--- src/rtl/mips_run_ctrl_if.sv ---
// mips_run_ctrl_if: control/status bundle between the run controller and its driver (bench or FPGA top).
interface mips_run_ctrl_if #(parameter int CYCLE_W = 32);
  logic start, step_mode, step, stall_F, retire_W;
  logic [31:0] instr_F;
  logic core_reset, core_hold, running, halted, timeout;
  logic [CYCLE_W-1:0] cycle_count, retired_count, stall_count;
  modport master (
    output start, step_mode, step, instr_F, stall_F, retire_W,
    input core_reset, core_hold, running, halted, timeout, cycle_count, retired_count, stall_count
  );
  modport slave (
    input start, step_mode, step, instr_F, stall_F, retire_W,
    output core_reset, core_hold, running, halted, timeout, cycle_count, retired_count, stall_count
  );
endinterface

--- src/rtl/mips_run_ctrl.sv ---
// mips_run_ctrl: reset sequencing, halt/timeout supervision and single-step for mips_32; perf counters under MIPS_RUN_CTRL_PERF_EN.
module mips_run_ctrl #(
  parameter int          CYCLE_W      = 32,
  parameter int          RESET_CYCLES = 2,
  parameter int          MAX_CYCLES   = 20,
  parameter logic [31:0] HALT_INSTR   = 32'h0000_0000,
  parameter int          HALT_REPEAT  = 4
) (
  input logic          clock,
  input logic          reset,
  mips_run_ctrl_if.slave bus
);
  typedef enum logic [2:0] {IDLE, RESET_HOLD, RUN, STEP_WAIT, STEP_EXEC, HALTED, TIMEOUT} state_t;
  localparam logic [CYCLE_W-1:0] ONE = CYCLE_W'(1);
  state_t state_q, state_d;
  logic [CYCLE_W-1:0] cycle_q, cycle_d, hrun_q, hrun_d, rcnt_q, rcnt_d;
  logic adv, restart, is_halt, is_timeout;
  always_comb begin
    adv        = state_q == RUN || state_q == STEP_EXEC;
    restart    = bus.start && (state_q == IDLE || state_q == HALTED || state_q == TIMEOUT);
    cycle_d    = restart ? '0 : (adv && !(&cycle_q)) ? cycle_q + ONE : cycle_q;
    hrun_d     = restart ? '0 : (!adv || bus.stall_F) ? hrun_q : (bus.instr_F == HALT_INSTR) ? hrun_q + ONE : '0;
    rcnt_d     = restart ? '0 : (state_q == RESET_HOLD) ? rcnt_q + ONE : rcnt_q;
    is_halt    = adv && hrun_d == CYCLE_W'(HALT_REPEAT);
    is_timeout = adv && MAX_CYCLES != 0 && cycle_d == CYCLE_W'(MAX_CYCLES);
    state_d    = state_q;
    case (state_q)
      IDLE, HALTED, TIMEOUT: state_d = bus.start ? RESET_HOLD : state_q;
      RESET_HOLD:            state_d = (rcnt_q == CYCLE_W'(RESET_CYCLES - 1)) ? (bus.step_mode ? STEP_WAIT : RUN) : RESET_HOLD;
      RUN:                   state_d = is_halt ? HALTED : is_timeout ? TIMEOUT : bus.step_mode ? STEP_WAIT : RUN;
      STEP_WAIT:             state_d = !bus.step_mode ? RUN : bus.step ? STEP_EXEC : STEP_WAIT;
      STEP_EXEC:             state_d = is_halt ? HALTED : is_timeout ? TIMEOUT : STEP_WAIT;
      default:               state_d = IDLE;
    endcase
  end
  always_ff @(posedge clock) begin
    if (reset) begin
      state_q <= IDLE;
      cycle_q <= '0;
      hrun_q  <= '0;
      rcnt_q  <= '0;
    end else begin
      state_q <= state_d;
      cycle_q <= cycle_d;
      hrun_q  <= hrun_d;
      rcnt_q  <= rcnt_d;
    end
  end
  // every status output is a pure decode of registered state
  assign bus.core_reset  = state_q == IDLE || state_q == RESET_HOLD;
  assign bus.core_hold   = !(state_q == RUN || state_q == STEP_EXEC);
  assign bus.running     = state_q == RUN || state_q == STEP_WAIT || state_q == STEP_EXEC;
  assign bus.halted      = state_q == HALTED;
  assign bus.timeout     = state_q == TIMEOUT;
  assign bus.cycle_count = cycle_q;
`ifdef MIPS_RUN_CTRL_PERF_EN
  logic [CYCLE_W-1:0] retired_q, retired_d, stall_q, stall_d;
  always_comb begin
    retired_d = restart ? '0 : (adv && bus.retire_W && !(&retired_q)) ? retired_q + ONE : retired_q;
    stall_d   = restart ? '0 : (adv && bus.stall_F && !(&stall_q)) ? stall_q + ONE : stall_q;
  end
  always_ff @(posedge clock) begin
    if (reset) begin
      retired_q <= '0;
      stall_q   <= '0;
    end else begin
      retired_q <= retired_d;
      stall_q   <= stall_d;
    end
  end
  assign bus.retired_count = retired_q;
  assign bus.stall_count   = stall_q;
`else
  assign bus.retired_count = '0;
  assign bus.stall_count   = '0;
`endif
endmodule

--- src/flat_wrapper.sv ---
// flat-port wrapper written by rule: the top's interface ports become plain ports
module mips_run_ctrl_flat 
#(
  parameter int          CYCLE_W      = 32,
  parameter int          RESET_CYCLES = 2,
  parameter int          MAX_CYCLES   = 20,
  parameter logic [31:0] HALT_INSTR   = 32'h0000_0000,
  parameter int          HALT_REPEAT  = 4
)
  (clock, reset, bus_start, bus_step_mode, bus_step, bus_instr_F, bus_stall_F, bus_retire_W, bus_core_reset, bus_core_hold, bus_running, bus_halted, bus_timeout, bus_cycle_count, bus_retired_count, bus_stall_count);
  mips_run_ctrl_if #(.CYCLE_W(CYCLE_W)) bus_i ();
  input logic clock;
  input logic reset;
  input wire logic [$bits(bus_i.start)-1:0] bus_start;
  input wire logic [$bits(bus_i.step_mode)-1:0] bus_step_mode;
  input wire logic [$bits(bus_i.step)-1:0] bus_step;
  input wire logic [$bits(bus_i.instr_F)-1:0] bus_instr_F;
  input wire logic [$bits(bus_i.stall_F)-1:0] bus_stall_F;
  input wire logic [$bits(bus_i.retire_W)-1:0] bus_retire_W;
  output wire logic [$bits(bus_i.core_reset)-1:0] bus_core_reset;
  output wire logic [$bits(bus_i.core_hold)-1:0] bus_core_hold;
  output wire logic [$bits(bus_i.running)-1:0] bus_running;
  output wire logic [$bits(bus_i.halted)-1:0] bus_halted;
  output wire logic [$bits(bus_i.timeout)-1:0] bus_timeout;
  output wire logic [$bits(bus_i.cycle_count)-1:0] bus_cycle_count;
  output wire logic [$bits(bus_i.retired_count)-1:0] bus_retired_count;
  output wire logic [$bits(bus_i.stall_count)-1:0] bus_stall_count;
  assign bus_i.start = bus_start;
  assign bus_i.step_mode = bus_step_mode;
  assign bus_i.step = bus_step;
  assign bus_i.instr_F = bus_instr_F;
  assign bus_i.stall_F = bus_stall_F;
  assign bus_i.retire_W = bus_retire_W;
  assign bus_core_reset = bus_i.core_reset;
  assign bus_core_hold = bus_i.core_hold;
  assign bus_running = bus_i.running;
  assign bus_halted = bus_i.halted;
  assign bus_timeout = bus_i.timeout;
  assign bus_cycle_count = bus_i.cycle_count;
  assign bus_retired_count = bus_i.retired_count;
  assign bus_stall_count = bus_i.stall_count;
  mips_run_ctrl #(.CYCLE_W(CYCLE_W), .RESET_CYCLES(RESET_CYCLES), .MAX_CYCLES(MAX_CYCLES), .HALT_INSTR(HALT_INSTR), .HALT_REPEAT(HALT_REPEAT)) u_core (.clock(clock), .reset(reset), .bus(bus_i));
endmodule
--- config.mk ---
export PLATFORM = sky130hd
export DESIGN_NAME = mips_run_ctrl_flat
export DESIGN_NICKNAME = d
export VERILOG_FILES = /design/src/rtl/mips_run_ctrl_if.sv /design/src/rtl/mips_run_ctrl.sv /design/src/flat_wrapper.sv
export SDC_FILE = /design/constraint.sdc
export NUM_CORES = 1
export LEC_CHECK = 0
export ABC_AREA = 1
export BUFFER_PORTS_ARGS = -buffer_cell sky130_fd_sc_hd__buf_2
export CORE_AREA = 3 3 122 124
export CTS_CLUSTER_SIZE = 14
export DETAILED_ROUTE_END_ITERATION = 8
export DIE_AREA = 0 0 125 127
export PLACE_DENSITY = 0.68
export SLEW_MARGIN = 5
export SYNTH_ARGS = -nofsm -noshare
export SYNTH_HDL_FRONTEND = slang
export SYNTH_SLANG_ARGS = --single-unit
--- constraint.sdc ---
create_clock -name clock -period 5.1 [get_ports clock]
set_input_delay 0 -clock clock [delete_from_list [all_inputs] [get_ports clock]]
set_output_delay 0 -clock clock [all_outputs]
set_load 0.02 [all_outputs]
-- After elaboration in Yosys (flattened, before gate mapping)
Cells that the tools add are included.
- output and inout bits: 101
- word-level logic and storage cells: 50
- flip-flop bits (word level): 99
- equal/unequal tests: 10
- $add $sub $neg: 3
- mux-type cells: 15
- reduce and logical (&&, ||, !) cells: 18
- operators by type and width (operator ; count):
    32-bit two-way mux ; 5
    32-bit by 1-bit adder with 32-bit output (second input constant) ; 3
    32-bit by 1-bit == test with 1-bit output (second input constant) ; 1
    32-bit by 3-bit == test with 1-bit output (second input constant) ; 1
    32-bit by 5-bit == test with 1-bit output (second input constant) ; 1
    32-bit logical NOT ; 1
    32-bit AND reduction ; 1
    3-bit two-way mux ; 8
    3-bit case mux with 5 select lines ; 1
    3-bit == test (second input constant) ; 3
    1-bit logical OR ; 7
    3-bit by 2-bit == test with 1-bit output (second input constant) ; 2
    1-bit logical AND ; 4
    3-bit by 1-bit == test with 1-bit output (second input constant) ; 1
    3-bit logical NOT ; 1
    3-bit OR reduction ; 1
    1-bit logical NOT ; 2
    2-bit inequality test (second input constant) ; 1
    2-bit OR reduction ; 1
    1-bit two-way mux ; 1

-- Longest topological paths before layout
Gate-level depths: netlist of the first run.
- depth in word-level cells: 10
- mapped depth: 22

-- Least setup slack after synthesis of the first run
No wires, ideal clock.
- path kind: register to register
- start: reg u_core.cycle_q[0], in the netlist u_core.bus.cycle_count[0]
- end: reg u_core.state_q[0]
- cell stages (with the launch flop): 21
- arrival time: 2251 ps
- buffers on the path: 0
- setup time: 132 ps
- required time: 4968 ps
- path slack: 2717 ps
- path through: dfxtp_1 -> ha_1 -> inv_1 -> nor2_1 -> nand2_1 -> nor2_4 -> nand2_1 -> nand2_2 -> inv_1 -> a21oi_1 -> nand2_1 -> nor2_1 -> nand2_1 -> nor2_1 -> nand3_1 -> nand2_1 -> nand2_1 -> nand2_1 -> nand2_1 -> nand2_1 -> a21oi_1
- word-level cells in the longest chain between the ends: 10
- RTL lines (element ; RTL line ; text):
    start: declaration ; mips_run_ctrl.sv:16 ; logic [CYCLE_W-1:0] cycle_q, cycle_d, hrun_q, hrun_d, rcnt_q, rcnt_d;
    start signal: assignment ; mips_run_ctrl.sv:44 ; cycle_q <= cycle_d;
    parallel branches: the longest is 3 deep, another holds 32-bit by 1-bit adder with 32-bit output ; n/a ;
    32-bit two-way mux * (2 in series) ; mips_run_ctrl.sv:21 ; cycle_d = restart ? '0 : (adv && !(&cycle_q)) ? cycle_q + ONE : cycle_q;
    32-bit by 5-bit == test with 1-bit output * ; mips_run_ctrl.sv:25 ; is_timeout = adv && MAX_CYCLES != 0 && cycle_d == CYCLE_W'(MAX_CYCLES);
    1-bit logical AND * ; mips_run_ctrl.sv:25 ;
    3-bit two-way mux (on tied branches) (2 in series) ; mips_run_ctrl.sv:32, mips_run_ctrl.sv:30 ;
    3-bit case mux with 5 select lines * ; mips_run_ctrl.sv:27 ; case (state_q)
    end signal: assignment ; mips_run_ctrl.sv:43 ; state_q <= state_d;
    end: declaration ; mips_run_ctrl.sv:15 ; state_t state_q, state_d;
Mark *: on every way between the ends.
A chain may end at the register's enable or synchronous reset.

-- Worst setup path after layout of the first run
- start: reg u_core.state_q[2]
- end: reg u_core.rcnt_q[31]
- word-level cells in the longest chain between the ends: 5
- RTL lines (element ; RTL line ; text):
    3-bit == test or 3-bit logical NOT (tied branches) ; mips_run_ctrl.sv:20 ; restart = bus.start && (state_q == IDLE || state_q == HALTED || state_q == TIMEOUT);
    1-bit logical OR (2 in series) ; mips_run_ctrl.sv:20 ;
    1-bit logical AND ; mips_run_ctrl.sv:20 ;
    2-bit OR reduction (no line) ; n/a ;
    end signal: assignment ; mips_run_ctrl.sv:46 ; rcnt_q <= rcnt_d;
    end: declaration ; mips_run_ctrl.sv:16 ;
Parallel ways exist; a longest one is shown, timed or not.

==> impl_results.md, run 1 <==
* Reg2reg start: u_core.state_q[2]
* Flop2flop setup slack at 1.66 ns
* Worst Path Required at roughly 5.4 ns
* Cell taking the most area after synthesis: dfxtp_1
* Area after DPL at between 7000 and 8000 sq um
* Worst-margin pin slew at around 1.1 ns
* Final Routed Wirelength at 17.99 mm
* Rel. slew slack at 24.21%
* Design Area, Final at around 7500 sq um
* R2r worst-path depth at 9
* CTS root buffer: clkbuf_16
* Sequential power share at 45.2%
* Clock transition at path regs at 0.07 ns
* PwrDens at 232.1 nW/um^2
* Number of max-cap violations at 0
* Slew Viols, Final at 0
* CTS H-tree depth at 3
* Total track usage at a little under a quarter
* DRT Pass-1 Iters at 5
* Placed cell count at 1372
* Worst min-delay path class: in2reg
* WL per Instance at between 10 and 15 um
* Slowest cell on the critical path: inv_1
* Distinct cell type count after synthesis at 40
* Internal Power at 1.274 mW
* TNS Setup at 0 ns
* Layout Nets at 1247
* Post-Syn Area at 6877 sq um
* Top area cells in the synthesized netlist: dfxtp_1, nand2_1, nor2_1
* Vias in the first global route at 6544
* Gpl congestion at 0.9086
* RSZ-0062 raised after global routing: no
* Grt ovf at 0
* Fin cells at about 1.4k
* Clk sink count at a little under 100
* CP delay by family, top: simple AND/OR/NAND/NOR gates
* Clock share of power at a little over two fifths
* CTS Buffer Depth at 2
* Hpwl dp at 13.44 mm
* Critical path type: reg2reg
* Hold Vio Cnt, Final at 0
* DR iter-0 viols at between 400 and 500
* Worst-skew pair later-pin latency at roughly 0.36 ns
* Setup bufs post-CTS at 0
* Register area share after synthesis at 28.82%
* FF-to-FF End: u_core.rcnt_q[31]
* Antenna violations before repair at 0
* Worst Setup EP: u_core.rcnt_q[31]
* Drt drc at 0
* Final period util at 67.45%
* Sw power at around 0.46 mW
* Lkg Pwr at 3.335 nW
* Detail Route Antenna Nets at 0
* Core footprint at roughly 14000 sq um
* Largest net degree at the start of global routing at 58
* Post-synthesis register bit count at 99
* Share of layout cells above drive strength 1 at approximately a tenth
* Fraction of power spent switching nets at about a quarter
* Area delta synth->final at 8.715%
* CP Cell Sequence: inv_1, nand2_1, nand3_1, nand2_2, inv_2, nor2_1, inv_1, a21oi_1, o21a_1
* CP Depth at 9
* Cells after Synth at approximately 1.1k
* Synth warn at 0
* CP Capture Type: register
* Worst path arrival time at 3.74 ns
* CP Max Fanout at 33
* Most frequent cells in the layout: nand2_1, nor2_1, inv_1
* Die Y at between 100 and 150 um
* FMAX at 290.7 MHz
* Shortest period the worst path allows at between 3 and 4 ns
* Core Rows at 43
* Worst vdd ir at 0.0001723 V
* Starting Density at 49.54%
* Worst path buffer plus inverter count at 3
* Share of the synthesized area in the top cell type at roughly 29%
* Via/cell ratio at 4.983
* # diodes at 0
* PostCTS Resize Cnt at 0
* CTS buffer count at 9
* Final Skew at 0.006491 ns
* Most common cell after layout, fill and taps aside: nand2_1
* Crit path top cell by count: inv_1
* Crit path from: u_core.state_q[2]
* Crit-path max cell delay at 0.74 ns
* Cts hold-fix bufs at 1
* CP Launch Type: register
* Syn_area_per_cell at 6.037 sq um
* Die W at around 130 um
* Run status: complete, no violations
* PortBufs at 74
* Ports at 140
* Via count at 6921
* Comb power frac at between 10% and 20%
* Die area at 15880 sq um
* First-pass GRT wire length at about 30 mm
* CTS tree: done
* Final setup fails at 0
==> power groups by stage <==
stage                     registers (mW)  clock network, mW  logic, mW
after floorplan                    0.801                  0      0.176
after global placement             0.801                  0      0.186
after detailed placement           0.801                  0      0.186
after CTS                          0.783              0.777      0.187
after global routing               0.784              0.803      0.210
final                              0.784              0.764      0.188
==> cell families after synthesis <==
logic type                 synth area share (%)
buffers and inverters                     16.07
adders and majority gates                0.7278
AOI/OAI and AO/OA                         4.785
and+or+nand+nor                           47.25
xor gates and xnor gates                  2.293
other                                   0.05453
DFF                                       28.82
==> cell type report <==
type	instances	area, sq um
Clock buffer	12	256.5
Clock inverter	4	72.57
Tap cell	180	225.2
Fill cell	1475	6405
Inverter	138	518.0
Multi-Input combinational cell	879	4026
Sequential cell	99	1982
Timing Repair Buffer	77	395.4
==> cells in the mapped netlist (all sizes together) <==
cell type,count
a21o,3
a21oi,27
and3,4
buf,76
clkbuf,10
conb,1
dfxtp,99
ha,4
inv,138
nand2,291
nand3,121
nand3b,2
nand4,29
nor2,224
nor3,43
nor3b,4
nor4,12
o2111ai,1
o211ai,1
o21a,1
o21ai,19
o21bai,6
o31ai,1
or2,4
xnor2,7
xor2,11
==> worst reg2reg max path, stage by stage, from the launching register on <==
cell and delay [ns]:
dfxtp_1 0.50, inv_1 0.12, nand2_1 0.12, nand3_1 0.16, nand2_2 0.48, inv_2 0.18, nor2_1 0.63, inv_1 0.74
a21oi_1 0.32, o21a_1 0.14
==> through the flow <==
step / total power [mW] / hold WS, ns / util (%) / setup slack [ns]
2_1_floorplan: 0.9770 / 0.1959 / - / 2.717
3_3_place_gp: 0.9867 / 0.3698 / 51.42 / 1.679
3_5_place_dp: 0.9877 / 0.3678 / 51.42 / 1.647
4_1_cts: 1.748 / 0.04906 / 53.86 / 1.627
5_1_grt: 1.797 / 0.09952 / 53.86 / 1.203
6_report: 1.735 / 0.04741 / 53.86 / 1.660
==> flip-flops by register name, indices dropped and copies added (netlist names) <==
| signal | flops |
|---|---|
| u_core.hrun_q | 32 |
| u_core.state_q | 3 |
| u_core.bus.cycle_count | 32 |
| u_core.rcnt_q | 32 |
==> routing by layer <==
metal  vias up  track usage (%)  share of wire [%]
met5         -                0                  0
met2       166            39.64                 48
met1      3110            28.92                 45
met3        23            2.926                4.5
met4         0            9.439                2.3
li1       3622                -                  -
==> worst min path at each step <==
stage	from	to	depth (start not counted)
finish	bus_step	u_core.state_q[2]	5
global route	bus_step	u_core.state_q[2]	5
CTS	bus_step	u_core.state_q[2]	5
detailed placement	bus_start	u_core.state_q[0]	4
global placement	bus_start	u_core.state_q[0]	4
floorplan	bus_start	u_core.state_q[0]	3
Note: power is estimated with default switching activity, not from simulation.
==> run 2: changes to the inputs <==
==> constraint.sdc (replaced) <==
create_clock -name clock -period 3.3 [get_ports clock]
set_input_delay 0 -clock clock [delete_from_list [all_inputs] [get_ports clock]]
set_output_delay 0 -clock clock [all_outputs]
set_load 0.02 [all_outputs]
==> impl_results.md, run 2 (synthesized netlist as in run 1, its figures left out) <==
* Seq. cell area at 1982 sq um (unchanged)
* Worst vdd ir at 0.0002090 V (+21%)
* PortBufs at 74 (unchanged)
* Rel. slew slack at 55.31% (+31 points)
* Fill cells at 1443 (-2.2%)
* Clock transition at path regs at 0.06 ns (about the same)
* Slew Viols, Final at 0 (unchanged)
* CTS buffer count at 9 (unchanged)
* Share of layout cells above drive strength 1 at 10.60% (+0.67 points)
* Worst min-delay path class: in2reg
* Final Routed Wirelength at 17.75 mm (-1.3%)
* CTS Buffer Depth at 2 (unchanged)
* WL per Instance at 12.71 um (-1.9%)
* Worst-margin pin slew at 0.6696 ns (-0.4660 ns)
* Antenna violations before repair at 0 (unchanged)
* Hpwl dp at 13.74 mm (+2.3%)
* Setup bufs post-CTS at 0 (unchanged)
* Worst-skew pair later-pin latency at 0.35 ns (about the same)
* Lkg Pwr at 3.373 nW (+1.1%)
* Hold Vio Cnt, Final at 0 (unchanged)
* Crit path from: u_core.bus.cycle_count[0]
* TNS Setup at 0 ns (unchanged)
* Worst Path Required at 3.51 ns (-1.89 ns)
* Drt drc at 0 (unchanged)
* Largest net degree at the start of global routing at 57 (-1.7%)
* Die W at 125 um (unchanged)
* Core footprint at 13880 sq um (unchanged)
* Shortest period the worst path allows at 2.869 ns (-0.5708 ns)
* Total track usage at 22.00% (-0.88 points)
* Reg2reg start: u_core.bus.cycle_count[0]
* Hold Crit Start: bus_start
* FMAX at 348.5 MHz (+20%)
* Vias in the first global route at 6070 (-7.2%)
* Detail Route Antenna Nets at 0 (unchanged)
* Most common cell after layout, fill and taps aside: nand2_1
* Layout Nets at 1256 (+0.72%)
* DR iter-0 viols at 520 (+5.9%)
* Core Rows at 43 (unchanged)
* Die area at 15880 sq um (unchanged)
* CTS H-tree depth at 3 (unchanged)
* Clk sink count at 99 (unchanged)
* Critical path type: reg2reg
* Final period util at 86.95% (+19 points)
* DRT Pass-1 Iters at 5 (unchanged)
* Starting Density at 49.54% (unchanged)
* Via/cell ratio at 5.009 (+0.52%)
* Final setup fails at 0 (unchanged)
* Multi-input logic area at 4026 sq um (unchanged)
* CP Launch Type: register
* CTS tree: done
* # diodes at 0 (unchanged)
* Area delta synth->final at 9.352%
* CP Max Fanout at 26 (-21%)
* First-pass GRT wire length at 29.14 mm (-4.1%)
* Ports at 140 (unchanged)
* RSZ-0062 raised after global routing: no
* PostCTS Resize Cnt at 0 (unchanged)
* Most frequent cells in the layout: nand2_1, nor2_1, inv_1
* Gpl congestion at 0.9012 (-0.81%)
* CTS root buffer: clkbuf_16
* Run status: complete, no violations
* CP Capture Type: register
* PwrDens at 351.0 nW/um^2 (+51%)
* Cts hold-fix bufs at 0 (-1)
* Number of max-cap violations at 0 (unchanged)
* Worst path arrival time at 3.08 ns (-0.66 ns)
* Final Skew at 0.01066 ns (+0.004174 ns)
* Via count at 6997 (+1.1%)
* Grt ovf at 0 (unchanged)
* Die Y at 127 um (unchanged)
* Power, Total at 2.639 mW (+52%)
-- run 2: cell count changes in the layout (fill, tap and decap cells not counted), sizes merged --
cell         change
clkinv           +2
dlygate4sd3      -1
buf             +10
clkinvlp         -1
clkbuf           -2
-- run 2: metrics by stage --
step | worst slack (ns) | instance area, sq um | utilization [%] | hold WS [ns] | cells
floorplan | 0.9165 | 7113 | - | 0.1959 | 1202
global placement | 0.4874 | 7212 | 51.96 | 0.3685 | 1382
detailed placement | 0.4916 | 7212 | 51.96 | 0.3829 | 1382
CTS | 0.4730 | 7520 | 54.17 | 0.007785 | 1397
global route | 0.1083 | 7520 | 54.17 | 0.04001 | 1397
finish | 0.4306 | 7520 | 54.17 | 0.02577 | 1397
-- run 2: final timing paths --
kind	to	slack, ns	cells past startpoint
setup reg to reg	u_core.state_q[0]	0.43	17
setup / recovery	u_core.state_q[0]	0.43	17
hold reg to reg	u_core.rcnt_q[1]	0.50	2
hold / removal	u_core.state_q[0]	0.03	4
-- run 2: area by class of cell --
| class | count | area share, % |
|---|---|---|
| flip-flops and latches | 99 | 26.36 |
| multi-input cells | 879 | 53.54 |
| inverters | 138 | 6.889 |
| repair buffers | 86 | 6.123 |
| clock inverters | 5 | 1.048 |
| well taps | 180 | 2.995 |
| clock buffers | 10 | 3.045 |
-- run 2: critical path, stage by stage, from the launching register on --
cell	delay [ns]
dfxtp_1	0.41
ha_1	0.29
inv_1	0.06
nor2_1	0.10
nand2_1	0.09
nor2_4	0.17
nand3_2	0.39
and3_1	0.30
o21ai_0	0.29
nand2_1	0.09
nor2_1	0.09
nand3_1	0.09
nand2_1	0.07
nand2_1	0.04
nand2_1	0.05
nand2_1	0.05
nand2_1	0.06
a21oi_1	0.06
-- run 2: per-layer routing --
metal	up-vias	wire length [um]	track usage, %
met5	-	0	0
met4	0	229	5.804
met3	17	978	3.721
met2	209	8209	35.84
met1	3133	8333	30.44
li1	3638	-	-
-- run 2: power by group --
part	total (mW)	switching, mW	internal [mW]
registers	1.21	0.00858	1.20
logic	0.304	0.232	0.0722
clock network	1.12	0.465	0.660
total	2.64	0.706	1.93
==> run 3: changes to the inputs <==
--- a/config.mk
+++ b/config.mk
@@ -11,7 +11,7 @@
 export CTS_CLUSTER_SIZE = 14
 export DETAILED_ROUTE_END_ITERATION = 8
 export DIE_AREA = 0 0 125 127
-export PLACE_DENSITY = 0.68
+export PLACE_DENSITY = 0.72
 export SLEW_MARGIN = 5
 export SYNTH_ARGS = -nofsm -noshare
 export SYNTH_HDL_FRONTEND = slang
==> impl_results.md, run 3 (synthesized netlist as in run 1, its figures left out) <==
* RSZ-0062 raised after global routing: no
* Hold slack final at 0.03420 ns (+0.008422 ns)
* Run status: complete, no violations
* Fin cells at 1403 (+0.43%)
* Hold Vio Cnt, Final at 0 (unchanged)
* GR Util met2 at 35.81% (about the same)
* Final core utilization at 54.48% (+0.31 points)
* Worst-margin pin slew at 0.6129 ns (-0.05669 ns)
* Rel. slew slack at 59.14% (+3.8 points)
* PostCTS Resize Cnt at 0 (unchanged)
* Worst vdd ir at 0.0002448 V (+17%)
* Power, Total at 2.642 mW (+0.11%)
* CTS tree: done
* FMAX at 344.5 MHz (-1.2%)
* Most common cell after layout, fill and taps aside: nand2_1
* Placed cell count at 1386 (+0.29%)
* Slew Viols, Final at 0 (unchanged)
* Area delta synth->final at 9.971%
* Most frequent cells in the layout: nand2_1, nor2_1, inv_1
* GR Util met1 at 29.92% (-0.51 points)
* Final period util at 87.97% (+1.0 points)
* Die W at 125 um (unchanged)
* Die Y at 127 um (unchanged)
* First-pass GRT wire length at 29.46 mm (+1.1%)
* TNS Setup at 0 ns (unchanged)
* Vias in the first global route at 6262 (+3.2%)
* Final Skew at 0.006771 ns (-0.003894 ns)
* Lkg Pwr at 3.394 nW (+0.64%)
* CTS H-tree depth at 3 (unchanged)
* Clk sink count at 99 (unchanged)
* CP Max Fanout at 18 (-31%)
* CTS Buffer Depth at 2 (unchanged)
* PortBufs at 74 (unchanged)
* Number of max-cap violations at 0 (unchanged)
* CP Launch Type: register
* Share of layout cells above drive strength 1 at 10.87% (+0.28 points)
* Starting Density at 49.54% (unchanged)
* Worst Path Required at 3.60 ns (+0.09 ns)
* Detail Route Antenna Nets at 0 (unchanged)
* Gpl congestion at 0.9329 (+3.5%)
* Shortest period the worst path allows at 2.903 ns (+0.03345 ns)
* Hold Path Depth at 5 (+1)
* WL per Instance at 12.67 um (-0.32%)
* CP Capture Type: register
* Gr busiest metal: met2
* PwrDens at 349.4 nW/um^2 (-0.45%)
* GR Layer Usage met3 at 3.094% (-0.63 points)
* R2r worst-path depth at 18 (+1)
* Largest net degree at the start of global routing at 57 (unchanged)
* Die area at 15880 sq um (unchanged)
* Grt ovf at 0 (unchanged)
* Final setup fails at 0 (unchanged)
* Worst-skew pair later-pin latency at 0.35 ns (about the same)
* CTS root buffer: clkbuf_16
* Via count at 7069 (+1.0%)
* Worst path arrival time at 3.20 ns (+0.12 ns)
* Worst min-delay path class: in2reg
* Total track usage at 22.07% (+0.068 points)
* Fill cells at 1458 (+1.0%)
* CTS buffer count at 9 (unchanged)
* Core Rows at 43 (unchanged)
* DR iter-0 viols at 533 (+2.5%)
* Critical path type: reg2reg
* # diodes at 0 (unchanged)
* Clock transition at path regs at 0.07 ns (about the same)
* Layout Nets at 1261 (+0.40%)
* DRT Pass-1 Iters at 5 (unchanged)
* Final Routed Wirelength at 17.77 mm (+0.11%)
* Antenna violations before repair at 0 (unchanged)
* Via/cell ratio at 5.038 (+0.60%)
* Ports at 140 (unchanged)
* Core footprint at 13880 sq um (unchanged)
* Drt drc at 0 (unchanged)
* Hpwl dp at 13.84 mm (+0.70%)
run 3: changes by cell type in the layout (fill, tap and decap cells not counted):
cell           delta
buf_4             +4
clkbuf_1          +1
clkinv_4          -1
clkinvlp_4        +1
dlygate4sd3_1     +1
run 3: cell type report:
cell class	count	area (sq um)	share of cell area (%)
inverters	138	518.0	6.850
flip-flops and latches	99	1982	26.21
multi-input cells	879	4026	53.24
repair buffers	91	500.5	6.618
clock inverters	5	77.57	1.026
well taps	180	225.2	2.978
clock buffers	11	232.7	3.077
run 3: worst paths after layout:
path,endpoint,start,slack [ns]
hold / removal,u_core.state_q[2],bus_step_mode,0.03
hold reg to reg,u_core.rcnt_q[31],u_core.rcnt_q[31],0.50
setup reg to reg,u_core.state_q[2],u_core.bus.cycle_count[0],0.40
setup / recovery,u_core.state_q[2],u_core.bus.cycle_count[0],0.40
run 3: repair_timing:
action,in CTS,in global routing
endpoints found under the hold margin,1,0
setup buffers,0,0
hold buffers,1,0
run 3: power breakdown:
group,internal (mW),switching [mW],leakage [nW]
clock network,0.663,0.463,0.150
logic,0.0760,0.230,2.45
registers,1.20,0.00870,0.797
total,1.94,0.702,3.39
run 3: routing by layer:
metal,routed length [um],up-vias
li1,-,3659
met5,0,-
met3,1159,32
met2,8102,239
met4,381,0
met1,8126,3139
run 3: per-stage QoR:
step	cell area [sq um]	worst slack, ns
after global placement	7242	0.5276
after floorplan	7113	0.9165
after global routing	7562	0.07205
final	7562	0.3971
after detailed placement	7242	0.4284
after CTS	7562	0.4226
run 3: worst max-delay path, stage by stage, from the launching register on:
cell	delay, ns
dfxtp_1	0.40
ha_1	0.30
inv_1	0.07
nor2_1	0.11
nand2_1	0.09
nor2_4	0.17
nand3_2	0.32
buf_4	0.30
nand2_1	0.07
nand2_1	0.05
nand3_1	0.09
nand2_1	0.09
nor4_1	0.37
nand2_1	0.09
nor2_1	0.10
nand2_1	0.07
nand4_1	0.08
nand2_1	0.05
inv_1	0.04
